--- src/rtl/cache_pkg.sv ---
// Shared geometry, state encoding and helpers for the L1 miss-fill controller.
// 128 sets x 16-byte blocks of 16-bit words; byte address = {tag, index, offset, 1'b0}.
package cache_pkg;

  localparam int ADDR_W    = 16;
  localparam int DATA_W    = 16;
  localparam int INDEX_W   = 7;
  localparam int WORDS     = 8;
  localparam int OFF_W     = 3;
  localparam int TAG_W     = ADDR_W - INDEX_W - 4;
  localparam int BASE_W    = ADDR_W - 4;

  localparam int OFF_LSB   = 1;
  localparam int INDEX_LSB = 4;
  localparam int TAG_LSB   = INDEX_LSB + INDEX_W;

  typedef enum logic [1:0] {
    IDLE      = 2'd0,
    FILL      = 2'd1,
    WRITE_TAG = 2'd2
  } state_e;

  function automatic logic [WORDS-1:0] word_onehot(input logic [OFF_W-1:0] idx);
    logic [WORDS-1:0] oh;
    oh      = '0;
    oh[idx] = 1'b1;
    return oh;
  endfunction

endpackage

--- src/rtl/cache_fill_fsm_if.sv ---
// Bundle between hit/miss compare, pipelined memory and the data/tag arrays.
// The slave side is the fill controller; the master side is its environment.
interface cache_fill_fsm_if;
  import cache_pkg::*;

  logic                 miss_detected;
  logic [ADDR_W-1:0]    miss_address;
  logic                 mem_data_valid;
  logic [DATA_W-1:0]    mem_data_in;

  logic                 fsm_busy;
  logic                 mem_en;
  logic [ADDR_W-1:0]    mem_addr;
  logic [INDEX_W-1:0]   fill_index;
  logic [WORDS-1:0]     fill_word_en;
  logic [DATA_W-1:0]    fill_data;
  logic                 write_data_array;
  logic                 write_tag_array;
  logic [TAG_W-1:0]     fill_tag;

  modport master (
    output miss_detected, miss_address, mem_data_valid, mem_data_in,
    input  fsm_busy, mem_en, mem_addr, fill_index, fill_word_en, fill_data,
           write_data_array, write_tag_array, fill_tag
  );

  modport slave (
    input  miss_detected, miss_address, mem_data_valid, mem_data_in,
    output fsm_busy, mem_en, mem_addr, fill_index, fill_word_en, fill_data,
           write_data_array, write_tag_array, fill_tag
  );

endinterface

--- src/rtl/cache_fill_fsm_fill_word_counter.sv ---
// 3-bit word counter with clear, enable and a sticky terminal flag.
// Saturates at the last word instead of wrapping so a fill can never re-issue word 0.
module fill_word_counter
  import cache_pkg::*;
(
  input  logic             clk,
  input  logic             rst_n,
  input  logic             clr,
  input  logic             en,
  output logic [OFF_W-1:0] cnt,
  output logic             done
);

  logic [OFF_W-1:0] cnt_q, cnt_d;
  logic             done_q, done_d;

  always_comb begin
    cnt_d  = cnt_q;
    done_d = done_q;
    if (clr) begin
      cnt_d  = '0;
      done_d = 1'b0;
    end else if (en && !done_q) begin
      if (cnt_q == OFF_W'(WORDS - 1)) begin
        done_d = 1'b1;
      end else begin
        cnt_d = cnt_q + 1'b1;
      end
    end
  end

  always_ff @(posedge clk or negedge rst_n) begin
    if (!rst_n) begin
      cnt_q  <= '0;
      done_q <= 1'b0;
    end else begin
      cnt_q  <= cnt_d;
      done_q <= done_d;
    end
  end

  assign cnt  = cnt_q;
  assign done = done_q;

endmodule

--- src/rtl/cache_fill_fsm.sv ---
// Miss-fill controller: fetches an 8-word block, writes each word as it returns,
// then writes tag/valid. Issue and return sides count independently so they may overlap.
module cache_fill_fsm
  import cache_pkg::*;
(
  input  logic             clk,
  input  logic             rst_n,
  cache_fill_fsm_if.slave  bus
);

  state_e              state_q, state_d;
  logic [BASE_W-1:0]   base_q, base_d;
  logic                wr_vld_q, wr_vld_d;
  logic [OFF_W-1:0]    wr_idx_q, wr_idx_d;
  logic [DATA_W-1:0]   wr_data_q, wr_data_d;

  logic                accept_miss;
  logic                issue_clr, issue_en, issue_done;
  logic [OFF_W-1:0]    issue_cnt;
  logic                ret_clr, ret_take, ret_last, ret_done;
  logic [OFF_W-1:0]    ret_cnt;

  assign accept_miss = (state_q == IDLE) && bus.miss_detected;
  assign issue_clr   = (state_q != FILL);
  assign issue_en    = (state_q == FILL) && !issue_done;
  assign ret_clr     = (state_q != FILL);
  // Valids outside FILL are stray and must not touch the data array.
  assign ret_take    = (state_q == FILL) && bus.mem_data_valid && !ret_done;
  assign ret_last    = ret_take && (ret_cnt == OFF_W'(WORDS - 1));

  fill_word_counter u_issue_cnt (
    .clk   (clk),
    .rst_n (rst_n),
    .clr   (issue_clr),
    .en    (issue_en),
    .cnt   (issue_cnt),
    .done  (issue_done)
  );

  fill_word_counter u_ret_cnt (
    .clk   (clk),
    .rst_n (rst_n),
    .clr   (ret_clr),
    .en    (ret_take),
    .cnt   (ret_cnt),
    .done  (ret_done)
  );

  always_ff @(posedge clk or negedge rst_n) begin
    if (!rst_n) begin
      state_q <= IDLE;
    end else begin
      state_q <= state_d;
    end
  end

  always_comb begin
    state_d = state_q;
    case (state_q)
      IDLE:      if (bus.miss_detected) state_d = FILL;
      FILL:      if (ret_last)          state_d = WRITE_TAG;
      WRITE_TAG:                        state_d = IDLE;
      default:                          state_d = IDLE;
    endcase
  end

  // Block base and the one-cycle-delayed data-array write slot.
  always_comb begin
    base_d    = base_q;
    wr_vld_d  = ret_take;
    wr_idx_d  = wr_idx_q;
    wr_data_d = wr_data_q;
    if (accept_miss) begin
      base_d = bus.miss_address[ADDR_W-1:INDEX_LSB];
    end
    if (ret_take) begin
      wr_idx_d  = ret_cnt;
      wr_data_d = bus.mem_data_in;
    end
  end

  always_ff @(posedge clk or negedge rst_n) begin
    if (!rst_n) begin
      base_q    <= '0;
      wr_vld_q  <= 1'b0;
      wr_idx_q  <= '0;
      wr_data_q <= '0;
    end else begin
      base_q    <= base_d;
      wr_vld_q  <= wr_vld_d;
      wr_idx_q  <= wr_idx_d;
      wr_data_q <= wr_data_d;
    end
  end

  always_comb begin
    bus.fsm_busy         = (state_q != IDLE);
    bus.mem_en           = issue_en;
    bus.mem_addr         = issue_en ? {base_q, issue_cnt, {OFF_LSB{1'b0}}} : '0;
    bus.write_data_array = wr_vld_q;
    bus.fill_word_en     = wr_vld_q ? word_onehot(wr_idx_q) : '0;
    bus.fill_data        = wr_data_q;
    bus.write_tag_array  = (state_q == WRITE_TAG);
    bus.fill_index       = base_q[TAG_LSB-INDEX_LSB-1:0];
    bus.fill_tag         = base_q[BASE_W-1:TAG_LSB-INDEX_LSB];
  end

endmodule

--- src/flat_wrapper.sv ---
// flat-port wrapper written by rule: the top's interface ports become plain ports
module cache_fill_fsm_flat import cache_pkg::*;
  (clk, rst_n, bus_miss_detected, bus_miss_address, bus_mem_data_valid, bus_mem_data_in, bus_fsm_busy, bus_mem_en, bus_mem_addr, bus_fill_index, bus_fill_word_en, bus_fill_data, bus_write_data_array, bus_write_tag_array, bus_fill_tag);
  cache_fill_fsm_if bus_i ();
  input  logic clk;
  input  logic rst_n;
  input wire logic [$bits(bus_i.miss_detected)-1:0] bus_miss_detected;
  input wire logic [$bits(bus_i.miss_address)-1:0] bus_miss_address;
  input wire logic [$bits(bus_i.mem_data_valid)-1:0] bus_mem_data_valid;
  input wire logic [$bits(bus_i.mem_data_in)-1:0] bus_mem_data_in;
  output wire logic [$bits(bus_i.fsm_busy)-1:0] bus_fsm_busy;
  output wire logic [$bits(bus_i.mem_en)-1:0] bus_mem_en;
  output wire logic [$bits(bus_i.mem_addr)-1:0] bus_mem_addr;
  output wire logic [$bits(bus_i.fill_index)-1:0] bus_fill_index;
  output wire logic [$bits(bus_i.fill_word_en)-1:0] bus_fill_word_en;
  output wire logic [$bits(bus_i.fill_data)-1:0] bus_fill_data;
  output wire logic [$bits(bus_i.write_data_array)-1:0] bus_write_data_array;
  output wire logic [$bits(bus_i.write_tag_array)-1:0] bus_write_tag_array;
  output wire logic [$bits(bus_i.fill_tag)-1:0] bus_fill_tag;
  assign bus_i.miss_detected = bus_miss_detected;
  assign bus_i.miss_address = bus_miss_address;
  assign bus_i.mem_data_valid = bus_mem_data_valid;
  assign bus_i.mem_data_in = bus_mem_data_in;
  assign bus_fsm_busy = bus_i.fsm_busy;
  assign bus_mem_en = bus_i.mem_en;
  assign bus_mem_addr = bus_i.mem_addr;
  assign bus_fill_index = bus_i.fill_index;
  assign bus_fill_word_en = bus_i.fill_word_en;
  assign bus_fill_data = bus_i.fill_data;
  assign bus_write_data_array = bus_i.write_data_array;
  assign bus_write_tag_array = bus_i.write_tag_array;
  assign bus_fill_tag = bus_i.fill_tag;
  cache_fill_fsm u_core (.clk(clk), .rst_n(rst_n), .bus(bus_i));
endmodule
--- config.mk ---
export PLATFORM = sky130hd
export DESIGN_NAME = cache_fill_fsm_flat
export DESIGN_NICKNAME = d
export VERILOG_FILES = /design/src/rtl/cache_pkg.sv /design/src/rtl/cache_fill_fsm_if.sv /design/src/rtl/cache_fill_fsm_fill_word_counter.sv /design/src/rtl/cache_fill_fsm.sv /design/src/flat_wrapper.sv
export SDC_FILE = /design/constraint.sdc
export NUM_CORES = 1
export LEC_CHECK = 0
export BUFFER_PORTS_ARGS = -buffer_cell sky130_fd_sc_hd__buf_2
export CORE_ASPECT_RATIO = 0.9
export CORE_UTILIZATION = 46
export CTS_CLUSTER_SIZE = 12
export DETAILED_ROUTE_END_ITERATION = 6
export GPL_TIMING_DRIVEN = 0
export PLACE_DENSITY = 0.77
export SLEW_MARGIN = 10
export SYNTH_ARGS = -nofsm -noshare
export SYNTH_HDL_FRONTEND = slang
export SYNTH_HIERARCHICAL = 1
export SYNTH_SLANG_ARGS = --single-unit
--- constraint.sdc ---
create_clock -name clk -period 2 [get_ports clk]
set_clock_uncertainty 0.15 [all_clocks]
set_input_delay 0.1 -clock clk [delete_from_list [all_inputs] [get_ports clk]]
set_output_delay 0.1 -clock clk [all_outputs]
set_load 0.05 [all_outputs]
==> flow_summary_export.csv, run 1 <==
group,metric,value,unit
clock_tree,clk_path_buf_depth,2,
finish,diodes,0,
critical_path,worstSetupEndpointType,"output port",
global_routing,antenna_found_initial,0,
synth,ys_seq_elements,42,
route,drt_iter0_drc,63,
floorplanning,die_w,71.5,µm
timing,max-slew-margin-rel,38.9,%
critical_path,cp.arrival,1660,ps
synth,syn-cell-area,0.00200,mm²
clock_tree,clkTransAtPathRegs,80,ps
global_routing,grt_max_degree,43,
route,drt_pass1_iterations,4,
outcome,status,"finished, final reports clean",
job,drv_cap,0,
critical_path,path_max_fanout,12,
floorplanning,start_util,48.4,%
floorplanning,die_h,64.5,µm
clock_tree,clock-sinks,42,
timing,worst_pin_slew,916,ps
place,gp_congestion,0.712,
floorplanning,coreArea,0.00413,mm²
finish,nets,312,
global_routing,track_usage,20.6,%
floorplanning,die_area,0.00461,mm²
route,viasPerCell,4.90,
route,ant_nets,0,
synth,synth_area_leader_cell,"dfrtp_1",
critical_path,crit_path_start_kind,"register",
synth,ys_seq_area_share,52.6,%
timing,hold_slack,20.8,ps
place,io_buffers,86,
synth,synth_top_cell_area_share,52.6,%
critical_path,critPathKind,"reg -> out",
floorplanning,num_io_pins,92,
global_routing,grt_overflow_total,0,
clock_tree,cts_tree,"yes",
timing,report.final.slew_viol_count,0,
critical_path,crit_required,1750,ps
place,hpwl,2680,µm
timing,rsz0062_at_grt,"no",
timing,fmax,0.524,GHz
synth,synthCells,146,
route,vias,1572,
floorplanning,rows,22,
finish,layout-drive-gt1-share,52.7,%
finish,final_cell_count_no_fill,321,
timing,final_hold_viol_count,0,
synth,synth.distinct_cells,22,
timing,fin_tns_setup,0,ps
timing,post-route-min-period,1910,ps
timing,setup_viol,0,
global_routing,grt_pass1_wl,7270,µm
synth,avgSynthCellArea,13.7,µm²
synth,syn_nets,186,
route,drc,0,
synth,synth_area_leaders,"dfrtp_1, mux2_4, mux2_2",
synth,yosysWarningCount,6,
clock_tree,htree_levels,2,
global_routing,grt_pass1_vias,1488,
finish,area_growth,46.6,%
route,wl_per_cell,14.8,µm
hold_path,hp-class,"in -> reg",
finish,fin_util,71.0,%
clock_tree,insertion_delay,290,ps
clock_tree,clock-root-buffer,"clkbuf_8",
clock_tree,numCtsBuffers,5,
route,drt-total-wl,4760,µm
timing,finalCritPeriodShare,95.4,%
place,dpl.cell_count,280,
## worst max-delay path, stage by stage, from the launching register on
cell      delay, ps
dfrtp_1         480
nor3b_4         230
buf_2           240
and2_1          180
clkbuf_4        240
## cells in the final DEF, fill, tap and decap left out, types with 5 or more instances in the layout
cell	instances
and2_1	16
dlygate4sd3_1	30
buf_4	5
dfrtp_1	41
clkbuf_8	6
mux2_4	20
mux2_2	13
buf_2	85
nand2b_1	12
nor2_1	11
## cells in the mapped netlist (all sizes together)
master,instances
mux2i,4
ha,4
and3,1
and2,16
nor2,11
buf,5
nor3b,4
nor2b,4
nand2b,12
nand2,2
mux2,33
conb,1
a311oi,1
dfrtp,42
and4bb,1
a21oi,2
nor3,2
or2,1
## routing by layer
| layer | GRT usage [%] | wire, µm | share of wire, % |
|---|---|---|---|
| met5 | 0 | 0 | 0 |
| met4 | 4.41 | 14 | 0.29 |
| met3 | 6.22 | 308 | 6.5 |
| met2 | 36.3 | 2420 | 51 |
| met1 | 25.1 | 2020 | 42 |
## cells by family after synthesis
logic type,after synthesis,share of synthesized area [%]
multiplexers,37,24.3
flip-flops,42,52.6
other,1,0.188
adder cells (fa/ha/maj),4,2.50
buffers and inverters,5,2.13
AND/OR/NAND/NOR,54,17.3
AO/OA/AOI/OAI,3,0.939
## flip-flops by register name (all words and copies together) (netlist names)
signal	flops
u_core/bus.write_data_array	1
u_core/state_q	2
u_core/wr_idx_q	3
u_core/u_ret_cnt/cnt	3
u_core/bus.fill_data	16
u_core/u_issue_cnt/cnt	3
u_core/base_q	12
u_core/u_ret_cnt/done	1
u_core/u_issue_cnt/done	1
## final timing paths
kind | startpoint | end | slack [ps] | cells after the start
max | u_core/state_q[1] | bus_mem_addr[12] | 90 | 4
min | bus_mem_data_valid | u_core/state_q[0] | 20 | 3
max reg2reg | u_core/state_q[1] | u_core/u_ret_cnt/cnt[0] | 100 | 4
min reg2reg | u_core/bus.fill_data[11] | u_core/bus.fill_data[11] | 370 | 1
max in group asynchronous | rst_n | u_core/state_q[0] | 750 | 2
min in group asynchronous | rst_n | u_core/bus.fill_data[3] | 330 | 2
## timing repair
item / 4_1_cts / 5_1_grt
setup buffers: 1 / 2
hold buffers: 30 / 0
endpoints found under the hold margin: 71 / 0
pin swaps: 0 / 0
gates resized for setup: 1 / 4
endpoints found under the setup margin: 10 / 10
## through the flow
| step | worst slack [ps] | cell area [µm²] |
|---|---|---|
| global placement | 24.1 | 2500 |
| floorplan | 38.8 | 2010 |
| CTS | 49.8 | 2910 |
| global route | 21.6 | 2930 |
| detailed placement | -56.2 | 2500 |
| finish | 92.1 | 2930 |
## area by class of cell
| class | instances | area [µm²] |
|---|---|---|
| plain buffers | 5 | 42.5 |
| clock buffers | 6 | 82.6 |
| clock inverters | 2 | 12.5 |
| fillers | 277 | 1200 |
| multi-input cells | 99 | 922 |
| flip-flops and latches | 42 | 1050 |
| well taps | 48 | 60.1 |
| repair buffers | 119 | 758 |
Power of run 1 is not shown: default switching activity piles up to over one toggle a cycle in this logic, so the estimate is an artifact.
==> inputs of run 2 (changes only) <==
--- a/config.mk
+++ b/config.mk
@@ -6,12 +6,15 @@
 export NUM_CORES = 1
 export LEC_CHECK = 0
 export BUFFER_PORTS_ARGS = -buffer_cell sky130_fd_sc_hd__buf_2
+export CELL_PAD_IN_SITES_DETAIL_PLACEMENT = 0
+export CELL_PAD_IN_SITES_GLOBAL_PLACEMENT = 1
 export CORE_ASPECT_RATIO = 0.9
-export CORE_UTILIZATION = 46
-export CTS_CLUSTER_SIZE = 12
+export CORE_UTILIZATION = 36
+export CTS_CLUSTER_SIZE = 28
 export DETAILED_ROUTE_END_ITERATION = 6
 export GPL_TIMING_DRIVEN = 0
-export PLACE_DENSITY = 0.77
+export PLACE_DENSITY = 0.78
+export RECOVER_POWER = 100
 export SLEW_MARGIN = 10
 export SYNTH_ARGS = -nofsm -noshare
 export SYNTH_HDL_FRONTEND = slang
==> flow_summary_export.csv, run 2 (synthesis gave the netlist of run 1 again) <==
group,metric,value,unit
outcome,status,"finished, final reports clean",
floorplanning,coreArea,0.00529,mm²
route,viasPerCell,4.45,
timing,worst_pin_slew,1020,ps
finish,most-common-layout-cells,"dfrtp_1, clkbuf_1, dlygate4sd3_1, buf_2, clkbuf_2",
floorplanning,die_h,72.7,µm
route,wl_per_cell,12.6,µm
floorplanning,die_area,0.00586,mm²
timing,max-slew-margin-rel,32.0,%
clock_tree,clock-root-buffer,"clkbuf_8",
critical_path,path_max_fanout,12,
route,drt_pass1_iterations,4,
finish,area_growth,40.6,%
clock_tree,clkTransAtPathRegs,80,ps
critical_path,cp.arrival,1970,ps
place,io_buffers,86,
finish,fin_util,53.2,%
floorplanning,start_util,37.8,%
place,gp_congestion,0.668,
clock_tree,insertion_delay,290,ps
timing,final_hold_viol_count,0,
route,ant_nets,0,
timing,hold_slack,202,ps
clock_tree,numCtsBuffers,5,
critical_path,crit_required,2040,ps
finish,diodes,0,
clock_tree,htree_levels,2,
critical_path,crit_path_start_kind,"register",
clock_tree,clk_path_buf_depth,2,
job,drv_cap,0,
global_routing,antenna_found_initial,0,
finish,largest_reg_flops,16,
floorplanning,die_w,80.6,µm
route,drt-total-wl,4290,µm
clock_tree,cts_tree,"yes",
finish,final_common_cell,"dfrtp_1",
route,drt_iter0_drc,58,
critical_path,critPathKind,"reg -> reg",
timing,fmax,0.518,GHz
global_routing,grt_overflow_total,0,
timing,finalCritPeriodShare,96.6,%
global_routing,grt_pass1_wl,7030,µm
timing,report.final.slew_viol_count,0,
floorplanning,rows,25,
floorplanning,num_io_pins,92,
clock_tree,clock-sinks,42,
route,drc,0,
timing,rsz0062_at_grt,"no",
finish,nets,312,
global_routing,track_usage,15.9,%
route,vias,1512,
timing,setup_viol,0,
global_routing,grt_max_degree,43,
global_routing,grt_pass1_vias,1511,
timing,post-route-min-period,1930,ps
critical_path,worstSetupEndpointType,"register",
hold_path,hp-class,"in -> reg",
place,hpwl,2780,µm
finish,layout-drive-gt1-share,30.8,%
## run 2: changes by cell type in the layout (fill, tap and decap cells not counted), moves of 2 or more
cell,before,now
mux2_4,20,2
clkbuf_1,0,39
clkbuf_4,2,0
mux2_1,0,18
nor3b_4,3,1
buf_2,85,30
clkbuf_2,0,19
## run 2: path summary, 6_finish.rpt
kind,depth (start not counted),slack (ps),to,start
setup / recovery,4,70,u_core/u_ret_cnt/cnt[0],u_core/state_q[1]
hold / removal,3,200,u_core/bus.fill_data[1],bus_mem_data_valid
setup reg to reg,4,70,u_core/u_ret_cnt/cnt[0],u_core/state_q[1]
hold reg to reg,1,340,u_core/bus.fill_data[5],u_core/bus.fill_data[5]
max in group asynchronous,2,690,u_core/u_ret_cnt/cnt[2],rst_n
min in group asynchronous,2,380,u_core/bus.fill_data[11],rst_n
## run 2: per-layer routing
layer	part of all wire, %	GRT usage [%]	vias to the layer above
met5	0	0	-
met4	0.82	5.36	0
met3	7.9	4.25	6
met2	45	26.6	70
met1	47	19.9	689
li1	-	-	747
## run 2: through the flow
stage	setup slack [ps]	instances	instance area [µm²]	TNS [ps]
3_5_place_dp	-82.8	299	2520	-82.8
3_3_place_gp	-40.7	299	2520	-40.7
4_1_cts	43.4	339	2950	0
6_report	68.5	340	2810	0
5_1_grt	6.87	340	2810	0
2_1_floorplan	38.8	146	2010	0
## run 2: worst max-delay path, cell delays in order, from the launching register on
cell	delay (ps)
dfrtp_1	470
and4bb_2	370
buf_6	170
nor3b_2	340
mux2_4	330
## run 2: final cells by class
type	count	area [µm²]
fillers	513	2480
flip-flops and latches	42	1050
multi-input cells	99	837
repair buffers	119	707
well taps	67	83.8
clock buffers	6	82.6
plain buffers	5	36.3
clock inverters	2	12.5
## run 2: timing repair
action	4_1_cts	5_1_grt
buffers inserted	1	1
hold buffers	31	0
pin swaps	0	0
gates resized for setup	2	1
hold endpoints to repair	71	0
setup endpoints to repair	11	1
Power of run 2 is left out for the same reason.
